## src/rtl/serial_add_if.sv

```systemverilog
// Request/result bundle for the bit-serial adder.
// With SERIAL_ADD_OVF_EN defined the bundle also carries the signed-overflow flag ovf.
interface serial_add_if #(
  parameter int N = 8
);
  logic         start;
  logic [N-1:0] a;
  logic [N-1:0] b;
  logic         cin;
  logic         busy;
  logic         done;
  logic [N-1:0] sum;
  logic         cout;
`ifdef SERIAL_ADD_OVF_EN
  logic         ovf;

  modport master (output start, a, b, cin, input busy, done, sum, cout, ovf);
  modport slave  (input start, a, b, cin, output busy, done, sum, cout, ovf);
`else
  modport master (output start, a, b, cin, input busy, done, sum, cout);
  modport slave  (input start, a, b, cin, output busy, done, sum, cout);
`endif
endinterface

```

## src/rtl/fa.sv

```systemverilog
// Single-bit full adder cell shared by the bit-serial datapath.
module fa (
  output logic co,
  output logic s,
  input  logic ci,
  input  logic x,
  input  logic y
);
  assign s  = x ^ y ^ ci;
  assign co = (x & y) | (ci & (x ^ y));
endmodule

```

## src/rtl/serial_add.sv

```systemverilog
// Bit-serial N-bit adder: one fa cell, operands consumed LSB first, N RUN cycles per add.
// Optional macro SERIAL_ADD_OVF_EN adds the signed two's-complement overflow output ovf.
module serial_add #(
  parameter int N = 8
) (
  input  logic        clk,
  input  logic        rst_n,
  serial_add_if.slave bus
);
  localparam int            CW   = $clog2(N) + 1;
  localparam logic [CW-1:0] LAST = CW'(N - 1);

  typedef enum logic [1:0] {
    IDLE,
    RUN,
    DONE
  } state_e;

  state_e        state_q;
  logic [N-1:0]  a_sh_q;
  logic [N-1:0]  b_sh_q;
  logic [N-1:0]  sum_sh_q;
  logic [N-1:0]  sum_sh_d;
  logic [N-1:0]  sum_q;
  logic [CW-1:0] count_q;
  logic          carry_q;
  logic          cout_q;
  logic          busy_q;
  logic          done_q;
  logic          fa_s;
  logic          fa_co;
`ifdef SERIAL_ADD_OVF_EN
  logic          c_msb_q;
  logic          ovf_q;
`endif

  fa u_fa (
    .co (fa_co),
    .s  (fa_s),
    .ci (carry_q),
    .x  (a_sh_q[0]),
    .y  (b_sh_q[0])
  );

  // Sum bits enter at the top and walk down, so bit 0 ends in sum_sh_q[0].
  assign sum_sh_d = {fa_s, sum_sh_q[N-1:1]};

  // NOTE: every register here is written with <= so all flops see pre-edge values.
  always_ff @(posedge clk or negedge rst_n) begin
    if (!rst_n) begin
      state_q  <= IDLE;
      a_sh_q   <= '0;
      b_sh_q   <= '0;
      sum_sh_q <= '0;
      sum_q    <= '0;
      count_q  <= '0;
      carry_q  <= 1'b0;
      cout_q   <= 1'b0;
      busy_q   <= 1'b0;
      done_q   <= 1'b0;
`ifdef SERIAL_ADD_OVF_EN
      c_msb_q  <= 1'b0;
      ovf_q    <= 1'b0;
`endif
    end else begin
      case (state_q)
        IDLE: begin
          busy_q <= 1'b0;
          done_q <= 1'b0;
          if (bus.start) begin
            a_sh_q   <= bus.a;
            b_sh_q   <= bus.b;
            carry_q  <= bus.cin;
            count_q  <= '0;
            sum_sh_q <= '0;
            state_q  <= RUN;
          end
        end

        RUN: begin
          busy_q   <= 1'b1;
          done_q   <= 1'b0;
          a_sh_q   <= a_sh_q >> 1;
          b_sh_q   <= b_sh_q >> 1;
          sum_sh_q <= sum_sh_d;
          carry_q  <= fa_co;
          count_q  <= count_q + 1'b1;
          if (count_q == LAST) begin
`ifdef SERIAL_ADD_OVF_EN
            // Carry entering the MSB position, needed for the signed overflow test.
            c_msb_q <= carry_q;
`endif
            state_q <= DONE;
          end
        end

        DONE: begin
          busy_q  <= 1'b1;
          done_q  <= 1'b1;
          sum_q   <= sum_sh_q;
          cout_q  <= carry_q;
`ifdef SERIAL_ADD_OVF_EN
          ovf_q   <= c_msb_q ^ carry_q;
`endif
          state_q <= IDLE;
        end

        default: state_q <= IDLE;
      endcase
    end
  end

  assign bus.busy = busy_q;
  assign bus.done = done_q;
  assign bus.sum  = sum_q;
  assign bus.cout = cout_q;
`ifdef SERIAL_ADD_OVF_EN
  assign bus.ovf  = ovf_q;
`endif

endmodule
```

## src/flat_wrapper.sv

```systemverilog
// flat-port wrapper written by rule: the top's interface ports become plain ports
module serial_add_flat 
#(
  parameter int N = 8
)
  (clk, rst_n, bus_start, bus_a, bus_b, bus_cin, bus_busy, bus_done, bus_sum, bus_cout);
  serial_add_if #(.N(N)) bus_i ();
  input  logic clk;
  input  logic rst_n;
  input wire logic [$bits(bus_i.start)-1:0] bus_start;
  input wire logic [$bits(bus_i.a)-1:0] bus_a;
  input wire logic [$bits(bus_i.b)-1:0] bus_b;
  input wire logic [$bits(bus_i.cin)-1:0] bus_cin;
  output wire logic [$bits(bus_i.busy)-1:0] bus_busy;
  output wire logic [$bits(bus_i.done)-1:0] bus_done;
  output wire logic [$bits(bus_i.sum)-1:0] bus_sum;
  output wire logic [$bits(bus_i.cout)-1:0] bus_cout;
  assign bus_i.start = bus_start;
  assign bus_i.a = bus_a;
  assign bus_i.b = bus_b;
  assign bus_i.cin = bus_cin;
  assign bus_busy = bus_i.busy;
  assign bus_done = bus_i.done;
  assign bus_sum = bus_i.sum;
  assign bus_cout = bus_i.cout;
  serial_add #(.N(N)) u_core (.clk(clk), .rst_n(rst_n), .bus(bus_i));
endmodule
```

## config.mk

```make
export PLATFORM = sky130hd
export DESIGN_NAME = serial_add_flat
export DESIGN_NICKNAME = d
export VERILOG_FILES = /design/src/rtl/serial_add_if.sv /design/src/rtl/fa.sv /design/src/rtl/serial_add.sv /design/src/flat_wrapper.sv
export SDC_FILE = /design/constraint.sdc
export NUM_CORES = 1
export LEC_CHECK = 0
export BUFFER_PORTS_ARGS = -buffer_cell sky130_fd_sc_hd__buf_2
export CORE_ASPECT_RATIO = 1.75
export CORE_MARGIN = 10
export CORE_UTILIZATION = 45
export DETAILED_ROUTE_END_ITERATION = 10
export PLACE_DENSITY = 0.66
export RECOVER_POWER = 100
export SKIP_LAST_GASP = 1
export SLEW_MARGIN = 10
export SYNTH_ARGS = -nofsm -noshare
export SYNTH_HDL_FRONTEND = slang
export SYNTH_SLANG_ARGS = --single-unit
```

## constraint.sdc

```tcl
create_clock -name clk -period 2.29 [get_ports clk]
set_input_delay 0.229 -clock clk [delete_from_list [all_inputs] [get_ports clk]]
set_output_delay 0.229 -clock clk [all_outputs]
set_load 0.05 [all_outputs]
```

* Word level (Yosys, flattened, before mapping) *
Cells that the tools add are included.

storage, ports and cells
  register bits = 42
  bits of input ports = 20
  logic and storage cells = 44

cells by class
  multiplexer cells = 15
  eq/ne operators = 5
  bitwise logic cells = 5
  reductions and logical operators = 8
  add/subtract/negate cells = 1

operators with widths
  kind                                                                   number
  8-bit one-hot mux with 2 select lines                                  3
  8-bit 2-to-1 mux                                                       3
  4-bit one-hot mux with 2 select lines                                  1
  1-bit one-hot mux with 2 select lines                                  3
  2-bit nonzero test                                                     3
  4-bit by 1-bit adder with 4-bit output, second input constant          1
  4-bit by 3-bit equality test with 1-bit output, second input constant  1
  2-bit 2-to-1 mux                                                       2
  4-bit 2-to-1 mux                                                       1
  2-bit one-hot mux with 2 select lines                                  1
  2-bit AND reduction                                                    2
  2-bit OR reduction                                                     2
  1-bit bitwise AND                                                      2
  2-bit by 1-bit equality test with 1-bit output, second input constant  1
  2-bit equality test, second input constant                             1
  2-bit logical NOT                                                      1
  2-bit by 1-bit != test with 1-bit output, second input constant        1
  2-bit != test, second input constant                                   1
  1-bit bitwise XOR                                                      2
  1-bit 2-to-1 mux                                                       1
  1-bit bitwise OR                                                       1

* Depth between registers and ports, before layout *
  depth after elaboration = 4
  gate-level depth with buffers = 7
  gate-level depth less buffers = 5

* Hierarchy *
A second synthesis with hierarchy kept.

second synthesis, totals
  cells, all modules = 151
  area, all modules = 1858.0 µm²

modules (own cells, without submodules)
  module      seq. area each (µm²)  area an instance (µm²)  times used  cells an instance
  serial_add  1051.0                1838.0                  1           150
  fa          0.0                   20.0                    1           1

* Worst setup path before layout *
Ideal clock, no wire load.

  path kind = register to register
  start = register u_core.state_q[0]
  end = register u_core.sum_sh_q[6]
  arrival = 1.337 ns
  path buffers = 2
  clock period less this slack = 1.457 ns
  data required time = 2.170 ns
  setup time = 0.120 ns
  cell stages (with the launch flop) = 7
  path slack = 0.833 ns
  path through = dfrtp_1 inv_1 ha_1 buf_6 mux2i_4 buf_6 a22o_4

on the way
  cells in the longest elaborated chain, start to end = 3
  elaborated cells on any way between the ends = 6

RTL lines
  item                                                                                        RTL line          RTL
  start: declaration                                                                          serial_add.sv:19  state_e state_q;
  start signal: assignment                                                                    serial_add.sv:51  state_q <= IDLE;
  start signal: assignment                                                                    serial_add.sv:76  state_q <= RUN;
  start signal: assignment                                                                    serial_add.sv:93  state_q <= DONE;
  2-bit by 1-bit equality test with 1-bit output / 2-bit logical NOT (equally long branches)  serial_add.sv:66  case (state_q)
  2-bit nonzero test (no line) / 2-bit != test (equally long branches)                        -
  2-bit AND reduction (no line)                                                               -
  end signal: assignment                                                                      serial_add.sv:85  sum_sh_q <= sum_sh_d;
  end: declaration                                                                            serial_add.sv:22  logic [N-1:0] sum_sh_q;

Several ways; a longest one is shown, not always the timed one.
A chain may end at the register's enable or synchronous reset.

* Worst setup path in the final report *
  start = register u_core.state_q[0]
  end = register u_core.a_sh_q[4]

on the way
  cells in the longest elaborated chain, start to end = 3
  elaborated cells on any way between the ends = 6

RTL lines
  item                                                                                        RTL line          RTL
  2-bit by 1-bit equality test with 1-bit output / 2-bit logical NOT (equally long branches)  serial_add.sv:66
  2-bit nonzero test (no line) / 2-bit != test (equally long branches)                        -
  2-bit AND reduction (no line)                                                               -
  end signal: assignment                                                                      serial_add.sv:71  a_sh_q <= bus.a;
  end signal: assignment                                                                      serial_add.sv:83  a_sh_q <= a_sh_q >> 1;
  end: declaration                                                                            serial_add.sv:20  logic [N-1:0] a_sh_q;

Several ways; a longest one is shown, not always the timed one.

==> metrics.md <==
| Metric | Value |
|---|---|
| Core Rows | 31 |
| Final slew viol count | 0 |
| FF-to-FF End | u_core.a_sh_q[4] |
| Combinational Power Share | 0.373 |
| Chip height | approximately 110 µm |
| Setup TNS | 0 ps |
| Largest net degree at the start of global routing | between 40 and 50 |
| RSZ-0062 raised after global routing | false |
| Clk pin slew, worst setup/hold paths | approximately 80 ps |
| Pwr Density | around 1300 nW/µm² |
| Status | complete, no violations |
| Vias in the first global route | 1,409 |
| GRT Total Usage | 0.105 |
| Critical path arrival | approximately 2100 ps |
| IO Port Bufs | 30 |
| Post-Syn Area | a little under 2000 µm² |
| Clock power share | 0.204 |
| Clock Sinks | 42 |
| Most frequent cells in the layout | dfrtp_1, o21ai_0, nand2_1 |
| Final Setup Violations | 0 |
| Sw Ratio | 0.378 |
| Fraction of layout cells with a size suffix above 1 | 0.216 |
| Max Fclk | ~0.51 GHz |
| Worst setup SP type | register |
| Gr ovfl total | 0 |
| Worst-Margin Slew | between 1000 and 1500 ps |
| Drt first pass iters | 3 |
| Starting density of the core | 0.468 |
| Postcts setup bufs | 0 |
| Final #Nets | between 200 and 250 |
| Clock buffer depth | 2 |
| Area of the die | around 7500 µm² |
| Synth unique cells | 31 |
| Vias per inst | around 5.3 |
| Commonest non-fill, non-tap cell in the layout | dfrtp_1 |
| Total power | between 2 and 3 mW |
| CTS tree | yes |
| Post-route ant nets | 0 |
| Switching power | ~1.1 mW |
| Final period utilization | 0.857 |
| Clock Skews | approximately 4.5 ps |
| Total Routed Length | 3680 µm |
| Hold Violations, Final | 0 |
| Die X | roughly 70 µm |
| Detailed Place HPWL | 2740 µm |
| Max-cap violations | 0 |
| TritonCTS buffer count | 5 |
| Hold Buf Count CTS | 0 |
| Fin crit period | between 1500 and 2000 ps |
| Clk Latency, worst-skew pair | slightly below 300 ps |
| Maximum VDD drop | ~0.00076 V |
| Register share of total power | 0.422 |
| Layout area overhead | 12.4% |
| Int Pwr | around 1.7 mW |
| Synth Warn # | 0 |
| Reg2reg path depth | 5 |
| First-pass GRT wire length | 6490 µm |
| Cts repair resizes | 0 |
| DRC | 0 |
| CP required | 2440 ps |
| Initial antenna violation count | 0 |
| CP Max Fanout | approximately 40 |
| GPL Wtd Cong | slightly below 0.7 |
| Yosys reg bits | 42 |
| R2R setup slack | between 300 and 400 ps |
| Htree depth | 2 |
| Ports | 31 |
| Kind of end point of the critical path | register |
| DR vias | roughly 1.3k |
| Cells after synthesis | around 160 |
| R2r startpoint | u_core.state_q[0] |
| Root Buffer | clkbuf_8 |
| Seq/Total Area, Yosys | 0.541 |
| Net Count, Synth | 189 |
| Slew margin rel. | 0.325 |
| Mean routed wirelength per cell | roughly 15 µm |
| Kind of critical path | reg -> reg |
| Worst hold path type | in -> async |
| Mean post-synth cell area | about 12 µm² |
| Static Leak | roughly 1.0 nW |
| DR iter-0 viols | 33 |
| CORE AREA | 4150 µm² |
| ANT cells | 0 |
## worst max-delay path, stage by stage (launching register included)
cell and delay [ps]:
dfrtp_1 420, inv_1 110, ha_1 430, mux2i_4 280, clkbuf_4 400, o21ai_0 170
## worst max path at each step
stage | from | to | slack [ps]
final | u_core.state_q[0] | u_core.a_sh_q[4] | 330
after global placement | u_core.state_q[0] | u_core.b_sh_q[4] | 480
after floorplan | u_core.state_q[0] | u_core.sum_sh_q[6] | 830
after global routing | u_core.state_q[0] | u_core.a_sh_q[4] | 110
after CTS | u_core.state_q[0] | u_core.a_sh_q[4] | 340
after detailed placement | u_core.state_q[0] | u_core.a_sh_q[4] | 370
## cells by family after synthesis
family	synth area share
compound gates	0.127
fa+ha+maj	0.0425
buf+inv	0.0521
flops	0.541
mux	0.153
simple gates	0.0849
## cell usage after synthesis
library cell / number / area share
buf_4: 3 / 0.012
nand3_1: 1 / 0.0026
nand2_1: 21 / 0.041
ha_1: 5 / 0.032
a31o_2: 1 / 0.0045
o31ai_1: 1 / 0.0039
a31oi_1: 2 / 0.0064
buf_6: 3 / 0.017
nor2b_2: 1 / 0.0045
a21oi_1: 1 / 0.0026
inv_1: 6 / 0.012
nor3_1: 1 / 0.0026
a22o_1: 8 / 0.036
nand2b_4: 1 / 0.0071
o21ai_0: 22 / 0.057
and2_1: 1 / 0.0032
fa_1: 1 / 0.010
mux2i_1: 15 / 0.077
a22o_4: 1 / 0.0090
mux2i_4: 1 / 0.012
clkbuf_4: 1 / 0.0039
mux2_2: 11 / 0.064
o21a_1: 1 / 0.0039
dfrtp_1: 42 / 0.54
nor2b_1: 2 / 0.0064
nor2_1: 2 / 0.0039
nand2b_1: 2 / 0.0064
buf_2: 2 / 0.0051
a311oi_1: 1 / 0.0045
clkbuf_2: 1 / 0.0026
nand3b_1: 2 / 0.0077
## stage by stage
step	hold WS, ps	cell area, µm²	cells	util	worst slack (ps)
after floorplan	-66.6	1940	163	-	833
after global placement	400	2100	235	0.506	476
after detailed placement	414	2100	235	0.506	375
after CTS	97.1	2210	243	0.532	344
after global routing	172	2190	243	0.527	111
final	96.8	2190	243	0.527	328
## sequential cells by signal, summed over array words and instances (netlist names)
signal and count:
u_core.count_q 4, u_core.b_sh_q 8, u_core.carry_q 1, u_core.bus.cout 1, u_core.bus.busy 1, u_core.state_q 2
u_core.bus.done 1, u_core.bus.sum 8, u_core.a_sh_q 8, u_core.sum_sh_q 8
## layout make-up
type                       count  area (µm²)
clock buffer                   7        76.3
timing repair buffer          33         155
sequential                    42        1050
clock inverter                 1        30.0
fill                         382        1960
inverter                       6        22.5
tap                           49        61.3
multi-input combinational    105         790
## per-layer routing
layer,GRT usage,wire [µm],vias to the layer above
li1,-,-,624
met3,0.0332,175,4
met4,0.0510,51,0
met1,0.110,1490,619
met2,0.184,1960,30
met5,0,0,-
## power groups by stage
stage / clock network, mW / registers [mW] / logic (mW)
after CTS: 0.581 / 1.18 / 1.08
after detailed placement: 0 / 1.19 / 1.08
final: 0.569 / 1.18 / 1.04
after floorplan: 0 / 1.28 / 0.784
after global placement: 0 / 1.17 / 1.04
after global routing: 0.623 / 1.22 / 1.17
Power figures use the tool's default switching activity.
